===== config.mk =====
export PLATFORM = sky130hd
export DESIGN_NAME = instr_sequencer_flat
export DESIGN_NICKNAME = d
export VERILOG_FILES = /design/src/rtl/instr_sequencer_if.sv /design/src/rtl/instr_sequencer.sv /design/src/flat_wrapper.sv
export SDC_FILE = /design/constraint.sdc
export NUM_CORES = 1
export LEC_CHECK = 0
export ABC_CLOCK_PERIOD_IN_PS = 2580
export CORE_UTILIZATION = 25
export CTS_CLUSTER_DIAMETER = 150
export CTS_CLUSTER_SIZE = 20
export DETAILED_ROUTE_END_ITERATION = 7
export HOLD_SLACK_MARGIN = 0.06
export MAX_ROUTING_LAYER = met4
export PLACE_DENSITY = 0.47
export SLEW_MARGIN = 20
export SYNTH_ARGS = -nofsm -noshare
export SYNTH_HDL_FRONTEND = slang
export SYNTH_SLANG_ARGS = --single-unit

===== constraint.sdc =====
create_clock -name clk -period 2.58 [get_ports clk]
set_clock_uncertainty 0.2 [all_clocks]
set_input_delay 0.645 -clock clk [delete_from_list [all_inputs] [get_ports clk]]
set_output_delay 0.645 -clock clk [all_outputs]
set_load 0.05 [all_outputs]

===== src/rtl/instr_sequencer_if.sv =====
// Instruction-memory fetch bus: registered request/address out, one-cycle ack strobe with data back.
interface instr_sequencer_if #(
  parameter int PC_W   = 5,
  parameter int INST_W = 32
);
  logic              imem_req;
  logic [PC_W-1:0]   imem_addr;
  logic              imem_ack;
  logic [INST_W-1:0] imem_rdata;

  modport master (output imem_req, imem_addr, input imem_ack, imem_rdata);
  modport slave  (input imem_req, imem_addr, output imem_ack, imem_rdata);
endinterface


===== src/rtl/instr_sequencer.sv =====
// Fetch/decode/execute/writeback sequencer for the 8-bit core: owns the PC and IR,
// sequences ALU / register-file enables and traps halt opcodes and fetch timeouts.
module instr_sequencer #(
  parameter int         PC_W    = 5,
  parameter int         INST_W  = 32,
  parameter logic [7:0] HALT_OP = 8'hFF,
  parameter int         TIMEOUT = 8
) (
  input  logic              clk,
  input  logic              rst_n,
  input  logic              run,
  instr_sequencer_if.master imem,
  output logic [INST_W-1:0] ir,
  input  logic              dec_w_r,
  input  logic              dec_rst,
  input  logic              dec_pc_inc,
  input  logic              dec_jmp,
  input  logic [PC_W-1:0]   dec_jmp_add,
  output logic              alu_en,
  output logic              rf_we,
  output logic [PC_W-1:0]   pc,
  output logic [2:0]        state,
  output logic [7:0]        retired,
  output logic              halted,
  output logic              fault
);

  localparam logic [2:0] IDLE   = 3'd0;
  localparam logic [2:0] FETCH  = 3'd1;
  localparam logic [2:0] DECODE = 3'd2;
  localparam logic [2:0] EXEC   = 3'd3;
  localparam logic [2:0] WB     = 3'd4;
  localparam logic [2:0] HALT   = 3'd5;
  localparam logic [2:0] FAULT  = 3'd6;

  localparam logic [7:0] TO_LAST = 8'(TIMEOUT - 1);

  typedef struct packed {
    logic            w_r;
    logic            rst;
    logic            pc_inc;
    logic            jmp;
    logic [PC_W-1:0] jmp_add;
  } ctl_t;

  ctl_t       ctl;
  logic [7:0] tcnt;
  logic       req;

  // pc is itself a register, so the address stays registered and stable through FETCH
  assign imem.imem_req  = req;
  assign imem.imem_addr = pc;

  function automatic logic [7:0] sat_inc(input logic [7:0] v);
    return (v == 8'hFF) ? v : v + 8'd1;
  endfunction

  always_ff @(posedge clk or negedge rst_n) begin
    if (!rst_n) begin
      state   <= IDLE;
      pc      <= '0;
      ir      <= '0;
      retired <= '0;
      req     <= 1'b0;
      alu_en  <= 1'b0;
      rf_we   <= 1'b0;
      halted  <= 1'b0;
      fault   <= 1'b0;
      ctl     <= '0;
      tcnt    <= '0;
    end else begin
      alu_en <= 1'b0;
      rf_we  <= 1'b0;
      case (state)
        IDLE: if (run) begin
          state <= FETCH;
          req   <= 1'b1;
          tcnt  <= '0;
        end
        FETCH: begin
          // ack on the final allowed cycle still completes the fetch
          if (imem.imem_ack) begin
            ir    <= imem.imem_rdata;
            req   <= 1'b0;
            state <= DECODE;
          end else if (tcnt == TO_LAST) begin
            req   <= 1'b0;
            fault <= 1'b1;
            state <= FAULT;
          end else begin
            tcnt <= tcnt + 8'd1;
          end
        end
        DECODE: begin
          if (ir[INST_W-1 -: 8] == HALT_OP) begin
            halted <= 1'b1;
            state  <= HALT;
          end else begin
            ctl    <= '{w_r: dec_w_r, rst: dec_rst, pc_inc: dec_pc_inc,
                        jmp: dec_jmp, jmp_add: dec_jmp_add};
            alu_en <= 1'b1;
            state  <= EXEC;
          end
        end
        EXEC: begin
          if (ctl.rst) begin
            pc      <= '0;
            retired <= sat_inc(retired);
            state   <= IDLE;
          end else begin
            rf_we <= ctl.w_r;
            state <= WB;
          end
        end
        WB: begin
          if (ctl.jmp)         pc <= ctl.jmp_add;
          else if (ctl.pc_inc) pc <= pc + 1'b1;
          retired <= sat_inc(retired);
          if (run) begin
            state <= FETCH;
            req   <= 1'b1;
            tcnt  <= '0;
          end else begin
            state <= IDLE;
          end
        end
        HALT, FAULT: ;
        default: begin
          state  <= IDLE;
          req    <= 1'b0;
          halted <= 1'b0;
          fault  <= 1'b0;
        end
      endcase
    end
  end

endmodule


===== src/flat_wrapper.sv =====
// flat-port wrapper written by rule: the top's interface ports become plain ports
module instr_sequencer_flat 
#(
  parameter int         PC_W    = 5,
  parameter int         INST_W  = 32,
  parameter logic [7:0] HALT_OP = 8'hFF,
  parameter int         TIMEOUT = 8
)
  (clk, rst_n, run, ir, dec_w_r, dec_rst, dec_pc_inc, dec_jmp, dec_jmp_add, alu_en, rf_we, pc, state, retired, halted, fault, imem_imem_req, imem_imem_addr, imem_imem_ack, imem_imem_rdata);
  instr_sequencer_if #(.PC_W(PC_W), .INST_W(INST_W)) imem_i ();
  input  logic clk;
  input  logic rst_n;
  input  logic run;
  output logic [INST_W-1:0] ir;
  input  logic dec_w_r;
  input  logic dec_rst;
  input  logic dec_pc_inc;
  input  logic dec_jmp;
  input  logic [PC_W-1:0] dec_jmp_add;
  output logic alu_en;
  output logic rf_we;
  output logic [PC_W-1:0] pc;
  output logic [2:0] state;
  output logic [7:0] retired;
  output logic halted;
  output logic fault;
  output wire logic [$bits(imem_i.imem_req)-1:0] imem_imem_req;
  output wire logic [$bits(imem_i.imem_addr)-1:0] imem_imem_addr;
  input wire logic [$bits(imem_i.imem_ack)-1:0] imem_imem_ack;
  input wire logic [$bits(imem_i.imem_rdata)-1:0] imem_imem_rdata;
  assign imem_imem_req = imem_i.imem_req;
  assign imem_imem_addr = imem_i.imem_addr;
  assign imem_i.imem_ack = imem_imem_ack;
  assign imem_i.imem_rdata = imem_imem_rdata;
  instr_sequencer #(.PC_W(PC_W), .INST_W(INST_W), .HALT_OP(HALT_OP), .TIMEOUT(TIMEOUT)) u_core (.clk(clk), .rst_n(rst_n), .run(run), .imem(imem_i), .ir(ir), .dec_w_r(dec_w_r), .dec_rst(dec_rst), .dec_pc_inc(dec_pc_inc), .dec_jmp(dec_jmp), .dec_jmp_add(dec_jmp_add), .alu_en(alu_en), .rf_we(rf_we), .pc(pc), .state(state), .retired(retired), .halted(halted), .fault(fault));
endmodule

==> results.py, run 1 <==
metrics = {
    "status": {
        "status": "complete, no violations",
    },
    "synth": {
        "syn-num-nets": 302,
        "synth_cell_types": 45,
        "synth_ff_type": "dfrtp_1",
        "synth-edff-count": 0,
        "yosysWarnings": 0,
        "synth_seq_cells": 70,
        "syn_area_per_cell_um2": 12.3,
        "async_reset_ff_share_pct": 100,
        "netlist_area_um2": 3110,
        "ys_seq_area_share_pct": 56.3,
        "postSynthCellCount": 254,
    },
    "sta": {
        "setup_viol": 0,
        "max_slew_margin_pct": 63.9,
        "fin_crit_ns": 2.45,
        "finalCritPeriodShare_pct": 94.8,
        "max_freq_mhz": 409,
        "finalSetupTns_ns": 0,
        "rsz0062_at_grt": "false",
        "worst_slack_ns": 0.135,
        "tightest_slew_ns": 0.539,
        "hold_violations": 0,
        "finalMaxSlewViolations": 0,
    },
    "layout": {
        "nFillCells": 1204,
        "finalNonFillerCells": 535,
        "nNetsFinal": 411,
        "diodes": 0,
        "area.growth.synth_to_final_pct": 49.2,
        "drive_gt1_share_pct": 20.2,
    },
    "clocking": {
        "cts.reportedPaths.clkPinSlew_ns": 0.05,
        "cts.sinks": 70,
        "cts_made_buffers": 9,
        "htreeDepth": 3,
        "cts-root-buf": "clkbuf_16",
        "postCtsSetupRepairBufs": 0,
        "cts_tree": "done",
        "cts_max_path_buffers": 2,
        "ctsResizeCount": 0,
        "clk_latency_ns": 0.34,
    },
    "detailed_routing": {
        "wl_met1_um": 3590,
        "detail-route-antenna-nets": 0,
        "firstDrtPassIters": 4,
        "vias": 2342,
        "drc": 0,
        "routed-wl-met2_um": 3380,
        "dr_wl_met3_um": 478,
        "post_drt_wl_per_cell_um": 14.1,
        "vias_per_cell": 4.38,
        "initialDrtViolationCount": 94,
        "wl_um": 7530,
        "top_layer": "met4",
    },
    "critical_path": {
        "r2r_cells": 3,
        "r2r_setup_slack_ns": 0.48,
        "critical_path_required_ns": 1.74,
        "r2r-start": "u_core.state[1]",
        "path_buf_inv": 1,
        "startpoint_type": "register",
        "slowest_stage": "clkdlybuf4s50_1",
        "worstPathArrival_ns": 1.60,
        "path_cells": "clkdlybuf4s50_1",
        "r2r_end": "u_core.retired[1]",
        "max_stage_delay_ns": 0.84,
        "crit_fanout": 6,
        "critical_path.top_delay_family": "buffers and inverters",
        "cp-end-kind": "primary output",
        "worst-path-stages": 1,
        "setup.worst_path.class": "register to primary output",
    },
    "placement": {
        "gp_congestion": 0.769,
        "hpwlAfterDp_um": 5350,
        "post-place-cells": 519,
        "place.port_buffers": 102,
        "post-place-ws_ns": 0.0122,
    },
    "hold_path": {
        "min_from": "u_core.ir[7]",
        "hold_depth": 1,
        "hold-path-endpoint": "u_core.ir[7]",
        "hold_path.class": "register to register",
    },
    "grt": {
        "grt_usage_pct": 13.2,
        "grt_max_degree": 44,
        "grt_pass1_wl_um": 12400,
        "grt_pass1_vias": 2433,
        "grt_overflow": 0,
        "antenna_found_initial": 0,
    },
    "job": {
        "max_cap_violations": 0,
    },
    "pwr": {
        "ir_drop_v": 0.000720,
        "p_total_mw": 6.68,
        "power_leakage_nw": 1.90,
        "power.density_nw_per_um2": 1440,
    },
    "die": {
        "die_w_um": 114,
        "die_y_um": 114,
        "ios": 103,
        "start_util_pct": 25.8,
        "num_rows": 40,
        "die_area_um2": 12900,
        "core_um2": 12100,
    },
}
[worst max-delay path by stage]
stage,start,to,slack (ns)
finish,u_core.imem.imem_addr[0],pc[0],0.13
global route,u_core.imem.imem_addr[0],pc[0],0.05
CTS,u_core.imem.imem_addr[0],pc[0],0.09
detailed placement,imem_imem_ack,u_core.tcnt[7],0.01
global placement,imem_imem_ack,u_core.tcnt[7],0.02
floorplan,u_core.state[1],u_core.tcnt[7],0.40
[timing repair]
| action | 4_1_cts | 5_1_grt |
|---|---|---|
| hold buffers | 1 | 0 |
| setup endpoints to repair | 0 | 0 |
| endpoints found under the hold margin | 27 | 0 |
[per-stage QoR]
step | utilization, % | cell area, µm² | hold WS, ns
final | 38.5 | 4650 | 0.303
after CTS | 38.5 | 4650 | 0.308
after global placement | 36.2 | 4370 | 0.290
after floorplan | - | 3110 | 0.149
after detailed placement | 36.2 | 4370 | 0.294
after global routing | 38.5 | 4650 | 0.324
[power breakdown]
group,internal [mW],switching (mW)
Sequential,1.58,0.401
Combinational,1.39,2.17
Clock,0.697,0.450
[flip-flops by register name, summed over array words and instances, names as in the netlist]
name,cells
u_core.ir,32
u_core.halted,1
u_core.rf_we,1
u_core.retired,8
u_core.tcnt,8
u_core.fault,1
u_core.alu_en,1
u_core.ctl,9
u_core.imem.imem_req,1
u_core.imem.imem_addr,5
u_core.state,3
[cells in the mapped netlist (6+ instances only)]
cell | count | share of area, %
xnor2_1 | 6 | 1.7
nor2_1 | 11 | 1.3
dfrtp_1 | 70 | 56
o21ai_0 | 14 | 2.3
nor3_1 | 8 | 1.3
nand2_1 | 24 | 2.9
a21oi_1 | 7 | 1.1
mux2_2 | 41 | 15
[layout make-up]
cell class              count  area, µm²  share of cell area [%]
inverters                   1       3.75                  0.0808
multi-input cells         168       1280                    27.5
clock buffers              14        264                    5.68
well taps                 168        210                    4.52
clock inverters             1       5.00                   0.108
repair buffers            113       1130                    24.4
flip-flops and latches     70       1750                    37.7
[layout by cell type, fill, tap and decap left out, drive strengths merged, types with 2 or more instances in the layout]
master,count
o21ai,14
nor3,9
o31a,2
o21a,2
nand4,5
xor2,4
nand2b,4
mux2i,5
mux2,42
dfrtp,70
nand3,3
xnor2,6
and2,2
nor2,11
clkdlybuf4s50,98
nor3b,2
a21boi,2
and3,2
a21oi,7
nand2,24
clkbuf,14
a31oi,5
buf,14
ha,3
[routing by layer]
metal	track usage (%)	vias up
li1	-	1115
met1	16.5	1139
met5	-	-
met3	5.37	11
met4	5.00	0
met2	18.9	77
[logic make-up (layout without fill, tap and decap cells)]
logic type | after synthesis | count (layout) | synth area share, %
xor+xnor | 10 | 10 | 2.81
flops | 70 | 70 | 56.3
buf+inv | 16 | 129 | 2.93
mux | 47 | 47 | 16.8
simple gates | 71 | 71 | 12.4
fa+ha+maj | 3 | 3 | 1.21
compound gates | 37 | 37 | 7.60
Power figures use the tool's default switching activity.
==> run 2: changes to the inputs <==
- ABC_CLOCK_PERIOD_IN_PS: 2580 -> default
- PLACE_DENSITY: 0.47 -> default
- PLACE_DENSITY_LB_ADDON: default -> 0.25
==> run 2 against run 1 <==
Compared with the run above: non-clock buffer count fell by 1; hold slack got worse by 0.0028 ns; maximum frequency is 0.25% lower; routed wire length fell by 1.0%; worst setup slack got worse by 0.0062 ns; largest power group unchanged; cell area rose by 0.59%; largest cell class unchanged; flip-flop and latch count stayed put; die area unchanged; critical endpoint unchanged; final cell count stayed put.
==> results.py, run 2 (synthesis results as in run 1) <==
metrics = {
    "placement": {
        "post-place-cells": 518,
        "gp_congestion": 0.798,
        "place.port_buffers": 102,
        "hpwlAfterDp_um": 5170,
    },
    "die": {
        "start_util_pct": 25.8,
        "core_um2": 12100,
        "num_rows": 40,
        "die_w_um": 114,
        "die_y_um": 114,
        "ios": 103,
        "die_area_um2": 12900,
    },
    "layout": {
        "final_cell_mix": "clkdlybuf4s50_1 (98), dfrtp_1 (70), mux2_2 (41), nand2_1 (24), o21ai_0 (14)",
        "nNetsFinal": 410,
        "final_util_pct": 38.7,
        "largestRegisters": "u_core.ir x32, u_core.ctl x9",
        "mostFrequentLayoutCell": "clkdlybuf4s50_1",
        "largest_reg_flops": 32,
        "diodes": 0,
        "drive_gt1_share_pct": 20.4,
        "area.growth.synth_to_final_pct": 50.1,
        "finalNonFillerCells": 535,
        "regMostFlops": "u_core.ir",
    },
    "grt": {
        "grt_usage_pct": 13.1,
        "grt_pass1_wl_um": 12500,
        "antenna_found_initial": 0,
        "grt_max_degree": 44,
        "grt_pass1_vias": 2499,
        "grt.met1_usage_pct": 16.0,
        "grt_overflow": 0,
        "gr-usage-met2_pct": 19.3,
        "top_usage_layer": "met2",
        "met3_usage_pct": 5.95,
    },
    "critical_path": {
        "path_cells": "clkdlybuf4s50_1",
        "slowest_stage": "clkdlybuf4s50_1",
        "worst-path-stages": 1,
        "r2r_cells": 4,
        "startpoint_type": "register",
        "worstPathArrival_ns": 1.61,
        "crit_fanout": 6,
        "r2r_setup_slack_ns": 0.51,
        "path_buf_inv": 1,
        "setup.worst_path.class": "register to primary output",
        "cp-end-kind": "primary output",
        "critical_path_required_ns": 1.74,
        "critical_path.top_delay_family": "buffers and inverters",
        "max_stage_delay_ns": 0.84,
    },
    "pwr": {
        "clock_power_share_pct": 19.4,
        "power_leakage_nw": 1.91,
        "p_int_mw": 3.82,
        "p_sw_mw": 3.02,
        "power.density_nw_per_um2": 1460,
        "ir_drop_v": 0.000662,
        "swShare_pct": 44.1,
        "seq_power_share_pct": 28.8,
        "combPwrFrac_pct": 51.8,
    },
    "status": {
        "status": "complete, no violations",
    },
    "clocking": {
        "ctsResizeCount": 0,
        "cts_made_buffers": 9,
        "cts-root-buf": "clkbuf_16",
        "cts_tree": "done",
        "clk_latency_ns": 0.34,
        "cts.sinks": 70,
        "htreeDepth": 3,
        "cts.reportedPaths.clkPinSlew_ns": 0.05,
        "cts_max_path_buffers": 2,
    },
    "sta": {
        "rsz0062_at_grt": "false",
        "max_slew_margin_pct": 64.2,
        "finalSetupTns_ns": 0,
        "hold_violations": 0,
        "setup_viol": 0,
        "finalCritPeriodShare_pct": 95.0,
        "fin_crit_ns": 2.45,
        "finalMaxSlewViolations": 0,
        "tightest_slew_ns": 0.536,
        "max_freq_mhz": 408,
    },
    "detailed_routing": {
        "wl_um": 7450,
        "post_drt_wl_per_cell_um": 13.9,
        "vias_per_cell": 4.41,
        "initialDrtViolationCount": 115,
        "firstDrtPassIters": 4,
        "vias": 2361,
        "detail-route-antenna-nets": 0,
        "drc": 0,
    },
    "job": {
        "max_cap_violations": 0,
    },
    "hold_path": {
        "hold_depth": 1,
        "hold_path.class": "register to register",
    },
}
==> run 2: cell count changes in the layout (fill, tap and decap cells not counted) <==
cell / previous run / this run
clkinv_2: 1 / 2
bufinv_16: 0 / 2
clkbuf_8: 2 / 1
clkbuf_1: 3 / 2
buf_12: 3 / 2
==> run 2: power groups by stage <==
| stage | combinational [mW] | clock, mW | sequential [mW] |
|---|---|---|---|
| after floorplan | 1.16 | 0 | 3.21 |
| after global placement | 3.54 | 0 | 1.98 |
| after detailed placement | 3.56 | 0 | 2.00 |
| after CTS | 3.59 | 1.38 | 1.99 |
| after global routing | 3.77 | 1.42 | 2.06 |
| final | 3.54 | 1.33 | 1.97 |
==> run 2: final cells by class <==
type	count	area [µm²]
Clock buffer	12	246
Tap cell	168	210
Sequential cell	70	1750
Clock inverter	4	70.1
Inverter	1	3.75
Multi-Input combinational cell	168	1280
Fill cell	1169	7390
Timing Repair Buffer	112	1110
==> run 2: what timing repair did <==
item,in CTS,in global routing
hold buffers,1,0
buffers inserted,0,0
hold endpoints to repair,27,0
==> run 2: worst paths after layout <==
check                                         start             end
min reg2reg                           u_core.ctl[7]    u_core.rf_we
min in group asynchronous                     rst_n  u_core.tcnt[5]
min                                   u_core.ctl[7]    u_core.rf_we
max reg2reg                         u_core.state[1]  u_core.tcnt[7]
max                        u_core.imem.imem_addr[0]           pc[0]
max in group asynchronous                     rst_n   u_core.ir[17]
==> run 2: layer usage <==
layer	up-vias	wire length [µm]	share of wire, %
met5	-	0	0
met4	0	97	1.3
met3	8	552	7.4
met2	77	3370	45
met1	1155	3440	46
li1	1121	-	-
==> run 2: through the flow <==
stage          hold WS [ns]  setup WS, ns  area (µm²)  power (mW)
6_report              0.300         0.129        4670        6.85
5_1_grt               0.318        0.0704        4670        7.24
4_1_cts               0.308        0.0963        4670        6.96
3_5_place_dp          0.294        0.0275        4350        5.56
3_3_place_gp          0.291        0.0476        4350        5.52
2_1_floorplan         0.149         0.397        3110        4.37
==> run 3: changes to the inputs <==
- CAP_MARGIN: default -> 20
- CORE_ASPECT_RATIO: default -> 1.75
==> run 3 against run 2 <==
Compared with the run above: routed wire length increased by 3.6%; cell area shrank 1.1%; flip-flop and latch count unchanged; core utilization fell by 0.45 points; clock power decreased by 11%; via count increased by 0.47%; combinational power barely moved; clock-buffer cell count is the same; non-clock buffer count fell by 1; worst setup slack lost 0.0058 ns; largest cell class unchanged; hold slack got worse by 0.24 ns.
==> results.py, run 3 (synthesis results as in run 1) <==
metrics = {
    "critical_path": {
        "max_stage_delay_ns": 0.84,
        "r2r_end": "u_core.imem.imem_req",
        "setup.worst_path.class": "register to primary output",
        "critical_path_required_ns": 1.74,
        "startpoint_type": "register",
        "r2r_setup_slack_ns": 0.48,
        "worstPathArrival_ns": 1.61,
        "critical_path.top_delay_family": "buffers and inverters",
        "path_cells": "clkdlybuf4s50_1",
        "r2r_cells": 5,
        "r2r-start": "u_core.tcnt[5]",
        "crit_fanout": 6,
        "cp-end-kind": "primary output",
        "path_buf_inv": 1,
        "slowest_stage": "clkdlybuf4s50_1",
    },
    "layout": {
        "mostFrequentLayoutCell": "clkdlybuf4s50_1",
        "diodes": 0,
        "drive_gt1_share_pct": 20.2,
        "area.growth.synth_to_final_pct": 48.5,
        "nNetsFinal": 409,
        "largestRegisters": "u_core.ir x32, u_core.ctl x9",
        "largest_reg_flops": 32,
        "stdcell_area_um2": 4620,
        "final_cell_mix": "clkdlybuf4s50_1 (98), dfrtp_1 (70), mux2_2 (41), nand2_1 (24), o21ai_0 (14)",
        "regMostFlops": "u_core.ir",
    },
    "placement": {
        "hpwlAfterDp_um": 5660,
        "gp_congestion": 0.825,
        "post-place-ws_ns": 0.0653,
        "place.port_buffers": 102,
        "place_area_um2": 4340,
    },
    "grt": {
        "antenna_found_initial": 0,
        "grt_pass1_wl_um": 12600,
        "grt_usage_pct": 13.3,
        "grt_pass1_vias": 2586,
        "grt_max_degree": 40,
        "grt_overflow": 0,
    },
    "die": {
        "num_rows": 53,
        "die_y_um": 150,
        "die_w_um": 86.4,
        "start_util_pct": 25.8,
        "core_um2": 12100,
        "die_area_um2": 12900,
        "ios": 103,
    },
    "sta": {
        "finalMaxSlewViolations": 0,
        "rsz0062_at_grt": "false",
        "tightest_slew_ns": 0.533,
        "fin_crit_ns": 2.46,
        "max_slew_margin_pct": 64.3,
        "setup_viol": 0,
        "finalCritPeriodShare_pct": 95.2,
        "worst_slack_ns": 0.123,
        "finalSetupTns_ns": 0,
        "hold_violations": 0,
        "max_freq_mhz": 407,
    },
    "pwr": {
        "ir_drop_v": 0.000606,
        "power.density_nw_per_um2": 1450,
        "p_int_mw": 3.70,
        "seq_power_share_pct": 29.9,
        "swShare_pct": 45.0,
        "p_sw_mw": 3.02,
        "clock_power_share_pct": 17.7,
        "combPwrFrac_pct": 52.4,
        "power_leakage_nw": 1.89,
    },
    "clocking": {
        "htreeDepth": 3,
        "cts.reportedPaths.clkPinSlew_ns": 0.06,
        "cts_max_path_buffers": 2,
        "ctsResizeCount": 0,
        "cts-root-buf": "clkbuf_16",
        "cts_tree": "done",
        "postCtsSetupRepairBufs": 0,
        "ctsHoldBuffers": 0,
        "cts.sinks": 70,
        "clk_latency_ns": 0.33,
        "cts_made_buffers": 9,
    },
    "detailed_routing": {
        "drc": 0,
        "initialDrtViolationCount": 118,
        "post_drt_wl_per_cell_um": 14.5,
        "wl_um": 7720,
        "detail-route-antenna-nets": 0,
        "vias_per_cell": 4.47,
        "firstDrtPassIters": 4,
        "vias": 2372,
    },
    "job": {
        "max_cap_violations": 0,
    },
    "hold_path": {
        "hold_path.class": "input port to asynchronous set/reset pin",
    },
    "status": {
        "status": "complete, no violations",
    },
}
## run 3: cell types whose count changed in the layout (fill, tap and decap cells not counted), sizes merged
cell         change
dlygate4sd3      -1
clkinvlp         +1
bufinv           -1
## run 3: through the flow
stage	utilization (%)	instances	power, mW	hold slack [ns]
finish	38.3	531	6.72	0.0604
global route	38.3	531	7.09	0.0914
CTS	38.3	531	6.81	0.0769
detailed placement	35.9	515	5.58	0.296
global placement	35.9	515	5.53	0.290
floorplan	-	254	4.37	0.149
## run 3: worst max path at each step
stage	from	end	slack, ns	cells after the start
finish	u_core.imem.imem_addr[0]	imem_imem_addr[0]	0.12	1
global route	u_core.imem.imem_addr[0]	pc[0]	0.05	1
detailed placement	imem_imem_ack	u_core.tcnt[6]	0.07	5
global placement	imem_imem_ack	u_core.tcnt[7]	0.06	5
CTS	u_core.imem.imem_addr[0]	imem_imem_addr[0]	0.09	1
floorplan	u_core.state[1]	u_core.tcnt[7]	0.40	5
## run 3: layout make-up
type	instances	area (µm²)
multi-input cells	168	1270
inverters	1	3.75
repair buffers	111	1100
clock buffers	12	236
well taps	165	206
flip-flops and latches	70	1750
clock inverters	4	47.5
fillers	1218	7450
## run 3: per-layer routing
layer | share of wire [%] | vias up | global-route usage (%)
met5 | 0 | - | -
li1 | - | 1126 | -
met3 | 4.6 | 14 | 2.87
met2 | 54 | 80 | 23.4
met4 | 2.8 | 0 | 7.67
met1 | 39 | 1152 | 13.4
## run 3: power by group through the flow
stage | Sequential, mW | Combinational, mW | Clock, mW
after floorplan | 3.21 | 1.16 | 0
after global placement | 2.02 | 3.52 | 0
after detailed placement | 2.04 | 3.54 | 0
after CTS | 2.03 | 3.56 | 1.23
after global routing | 2.10 | 3.72 | 1.27
final | 2.01 | 3.52 | 1.19
==> RTL edit 1 (config.mk and constraints of run 2) <==
`TIMEOUT` is set to 8 in 2 places; all go to 6.
--- a/src/rtl/instr_sequencer.sv
+++ b/src/rtl/instr_sequencer.sv
@@ -4,7 +4,7 @@
   parameter int         PC_W    = 5,
   parameter int         INST_W  = 32,
   parameter logic [7:0] HALT_OP = 8'hFF,
-  parameter int         TIMEOUT = 8
+  parameter int         TIMEOUT = 6
 ) (
   input  logic              clk,
   input  logic              rst_n,
--- a/src/flat_wrapper.sv
+++ b/src/flat_wrapper.sv
@@ -4,7 +4,7 @@
   parameter int         PC_W    = 5,
   parameter int         INST_W  = 32,
   parameter logic [7:0] HALT_OP = 8'hFF,
-  parameter int         TIMEOUT = 8
+  parameter int         TIMEOUT = 6
 )
   (clk, rst_n, run, ir, dec_w_r, dec_rst, dec_pc_inc, dec_jmp, dec_jmp_add, alu_en, rf_we, pc, state, retired, halted, fault, imem_imem_req, imem_imem_addr, imem_imem_ack, imem_imem_rdata);
   instr_sequencer_if #(.PC_W(PC_W), .INST_W(INST_W)) imem_i ();
Behaviour: not the same (Yosys sat finds a counterexample within 10 cycles, from zero or initial values and one cycle with rst_n low).
==> RTL edit 1 against run 2 <==
Power is 0.44% lower. Combinational power is essentially flat. Cell area grew 0.46%. Sequential power fell by 3%. Area after synthesis increased by 1.7%. Highest routed layer unchanged. Sequential cell count did not move. Worst setup slack better by 0.0050 ns. Utilization down 0.14 points. Wire length is 1.5% higher. Critical path depth stayed put. Sequential share of layout area down 0.17 points. Register-to-register slack got worse by 0.07 ns.
==> RTL edit 1: results (changes against run 2) <==
[drt]
wire_per_inst_microns = 13.7  ; -1.6%
vias_per_cell = 4.45  ; +0.86%
drt_iter0_drc = 89  ; -23%
wl_met1_microns = 3570  ; +3.9%
dr_wl_met3_microns = 393  ; -29%
met2WireLength_microns = 3500  ; +3.9%

[global_route]
gr-usage-met3 = 0.0318  ; -0.0277
gr-usage-met1 = 0.161  ; +0.00149
grt_use_met2 = 0.189  ; -0.00400
grt_pass1_wl_microns = 12300  ; -1.2%
globalRouteTotalUtil = 0.125  ; -0.00610

[sta]
max_slew.worst_pin.slew_ns = 0.660  ; +0.124 ns
whs_ns = 0.149  ; -0.152 ns
period_needed_ns = 2.45  ; -0.00497 ns

[layout]
drive_gt1_frac = 0.180  ; -0.0247
num-fill-cells = 1190  ; +1.8%
stdcell_count = 552  ; +3.2%

[place]
dpl.hpwl_microns = 5450  ; +5.4%
place_area_sq_um = 4360  ; +0.32%
place_worst_setup_slack_ns = 0.195  ; +0.167 ns
gp_congestion = 0.819  ; +2.5%
dp_cells = 536  ; +3.5%

[clock_tree]
clk_latency_ns = 0.32  ; -0.02 ns

[critical_path]
r2r-start = u_core.tcnt[1]$_DFFE_PN0P_
r2r_end = u_core.imem.imem_req$_DFFE_PN0P_
critPathTopFamily = buffers and inverters
r2r_setup_slack_ns = 0.44  ; -0.07 ns

[status]
outcome = completed

[yosys]
synth_area_leaders = dfrtp_1, mux2_2, nand2_1
synth.distinct_cells = 42  ; -6.7%
avgSynthCellArea_sq_um = 11.4  ; -6.8%
syn-num-nets = 326  ; +7.9%

[power_and_ir_drop]
power.leakage_nw = 1.98  ; +3.5%

[RTL edit 1: report_power, final]
part	internal, mW	total (mW)	leakage [nW]	switching (mW)
logic	1.31	3.53	0.954	2.22
registers	1.57	1.92	0.865	0.357
clock network	0.899	1.36	0.162	0.461
total	3.78	6.82	1.98	3.04
[RTL edit 1: cell families after synthesis]
| family | Yosys count | synth area share |
|---|---|---|
| AO/OA/AOI/OAI | 41 | 0.0826 |
| XOR/XNOR | 11 | 0.0304 |
| adder cells (fa/ha/maj) | 4 | 0.0158 |
| buffers and inverters | 23 | 0.0403 |
| flip-flops | 70 | 0.553 |
| multiplexers | 36 | 0.127 |
| AND/OR/NAND/NOR | 92 | 0.151 |
[RTL edit 1: cell type report]
cell class,count,share of cell area
Clock inverter,5,0.0173
Clock buffer,11,0.0538
Sequential cell,70,0.373
Inverter,5,0.00400
Tap cell,168,0.0448
Timing Repair Buffer,109,0.231
Multi-Input combinational cell,184,0.276
==> RTL edit 2 (config.mk and constraints of run 2) <==
Without the edit above. Put one more register stage on the output `retired`, without a reset. The value now appears one clock later. The other outputs are not delayed to match.
--- a/src/rtl/instr_sequencer.sv
+++ b/src/rtl/instr_sequencer.sv
@@ -43,6 +43,8 @@
     logic [PC_W-1:0] jmp_add;
   } ctl_t;
 
+  logic [7:0] retired_s0;
+
   ctl_t       ctl;
   logic [7:0] tcnt;
   logic       req;
@@ -60,7 +62,7 @@
       state   <= IDLE;
       pc      <= '0;
       ir      <= '0;
-      retired <= '0;
+      retired_s0 <= '0;
       req     <= 1'b0;
       alu_en  <= 1'b0;
       rf_we   <= 1'b0;
@@ -105,7 +107,7 @@
         EXEC: begin
           if (ctl.rst) begin
             pc      <= '0;
-            retired <= sat_inc(retired);
+            retired_s0 <= sat_inc(retired_s0);
             state   <= IDLE;
           end else begin
             rf_we <= ctl.w_r;
@@ -115,7 +117,7 @@
         WB: begin
           if (ctl.jmp)         pc <= ctl.jmp_add;
           else if (ctl.pc_inc) pc <= pc + 1'b1;
-          retired <= sat_inc(retired);
+          retired_s0 <= sat_inc(retired_s0);
           if (run) begin
             state <= FETCH;
             req   <= 1'b1;
@@ -135,5 +137,9 @@
     end
   end
 
+  always_ff @(posedge clk) begin
+    retired <= retired_s0;
+  end
+
 endmodule
 
Behaviour: not the same (Yosys sat finds a counterexample within 10 cycles, from zero or initial values and one cycle with rst_n low).
==> RTL edit 2 against run 2 <==
Hold slack got worse by 0.076 ns. Cell area rose by 4.2%. Utilization fell by 0.63 points. Worst setup slack worse by 0.00057 ns. Highest routed layer unchanged. Synthesized cell count rose by 4.3%. Wire length shrank 0.70%. Area after synthesis increased by 6.1%. Sequential cell count up 8.
Power is not compared: it rests on default switching activity, and its combinational part moved more than twofold at a synthesized area within 25%.
==> RTL edit 2: results (changes against run 2) <==
[clock_tree]
postCtsSetupRepairBufs = 0  ; unchanged
cts_buffer_depth = 2  ; unchanged
htreeDepth = 3  ; unchanged
clk_pin_slew_ns = 0.06
root_buffer = clkbuf_16
numCtsBuffers = 9  ; unchanged
clk_latency_ns = 0.33
cts-hold-fix-buffers = 1  ; unchanged
ctsResizeCount = 0  ; unchanged

[layout]
layout_top_registers = u_core.ir (32), u_core.ctl (9)
diodes = 0  ; unchanged
drive_gt1_frac = 0.129  ; -0.0751
stdcell_count = 551  ; +3.0%
final_nets = 422  ; +2.9%

[critical_path]
worstPathArrival_ns = 1.61  ; about the same
cp_slowest_cell = clkdlybuf4s50_1
worstPathMaxFanout = 6  ; unchanged
max_stage_delay_ns = 0.83
critPathTopFamily = buffers and inverters

[yosys]
syn_inst = 265  ; +4.3%
yosysWarnings = 0  ; unchanged
synth_adder_area_share = 0.0114  ; -0.000694
synth.distinct_cells = 49  ; +8.9%
ys_top_cells_by_count = dfrtp_1, mux2_1, nand2_1
synth_area_leaders = dfrtp_1, mux2_1, dfxtp_1
ys_async_sr_fraction = 0.897  ; -0.103
ys_seq_area_frac = 0.579  ; +0.0161
synth.mux.area_fraction = 0.162  ; -0.00626
synth-compound-area-share = 0.0678  ; -0.00816
syn-num-nets = 313  ; +3.6%
yosys.area_share.xor_xnor = 0.0239  ; -0.00427

[place]
dpl.hpwl_microns = 5390  ; +4.2%
place_worst_setup_slack_ns = 0.109  ; +0.0812 ns
io_buffers = 102  ; unchanged
dp_cells = 534  ; +3.1%
gp_congestion = 0.766  ; -4.0%
place_area_sq_um = 4540  ; +4.5%

[global_route]
globalRouteTotalUtil = 0.122  ; -0.00932
grt_pass1_wl_microns = 12200  ; -2.7%
grt_pass1_vias = 2490  ; -0.36%
grt_max_degree = 35  ; -20%
antenna_found_initial = 0  ; unchanged

[sta]
slew_headroom = 0.578  ; -0.0634

[power_and_ir_drop]
swShare = 0.203
power.leakage_nw = 2.19
ir_drop_uv = 288

[drt]
routed_wl_microns = 7400  ; -0.70%
first_pass_iters = 4  ; unchanged
drt_iter0_drc = 118  ; +2.6%
vias_per_cell = 4.45  ; +0.92%

[min_path]
hp-class = flop to flop

[status]
outcome = completed

[RTL edit 2: routing by layer]
| layer | global-route usage | share of wire | vias to the layer above |
|---|---|---|---|
| met5 | - | 0 | - |
| met2 | 0.194 | 0.49 | 63 |
| met4 | 0.0633 | 0.020 | 0 |
| li1 | - | - | 1161 |
| met3 | 0.0324 | 0.044 | 11 |
| met1 | 0.142 | 0.44 | 1219 |
[RTL edit 2: area by class of cell]
cell class,instances,area [sq um]
fillers,1237,7910
flip-flops and latches,78,1910
well taps,172,215
inverters,5,18.8
repair buffers,113,1120
clock inverters,5,57.6
multi-input cells,167,1290
clock buffers,11,253
[RTL edit 2: final timing paths]
path	start	endpoint	slack (ns)	depth (start not counted)
worst max-delay path	u_core.imem.imem_addr[2]$_DFFE_PN0P_	imem_imem_addr[2]	0.13	1
worst min-delay path	u_core.retired_s0[7]$_DFFE_PN0P_	u_core.retired[7]$_DFF_P_	0.22	0
worst max register to register	u_core.tcnt[0]$_DFFE_PN0P_	u_core.tcnt[7]$_DFFE_PN0P_	0.37	6
worst min register to register	u_core.retired_s0[7]$_DFFE_PN0P_	u_core.retired[7]$_DFF_P_	0.22	0
max in group asynchronous	rst_n	u_core.tcnt[0]$_DFFE_PN0P_	0.98	3
min in group asynchronous	rst_n	u_core.retired_s0[5]$_DFFE_PN0P_	0.50	2
[RTL edit 2: power groups by stage]
stage | logic [mW] | registers (mW) | clock network, mW
floorplan | 0.0196 | 1.26 | 0
global placement | 0.111 | 1.26 | 0
detailed placement | 0.112 | 1.26 | 0
CTS | 0.114 | 1.24 | 1.34
global route | 0.123 | 1.24 | 1.39
finish | 0.110 | 1.24 | 1.29
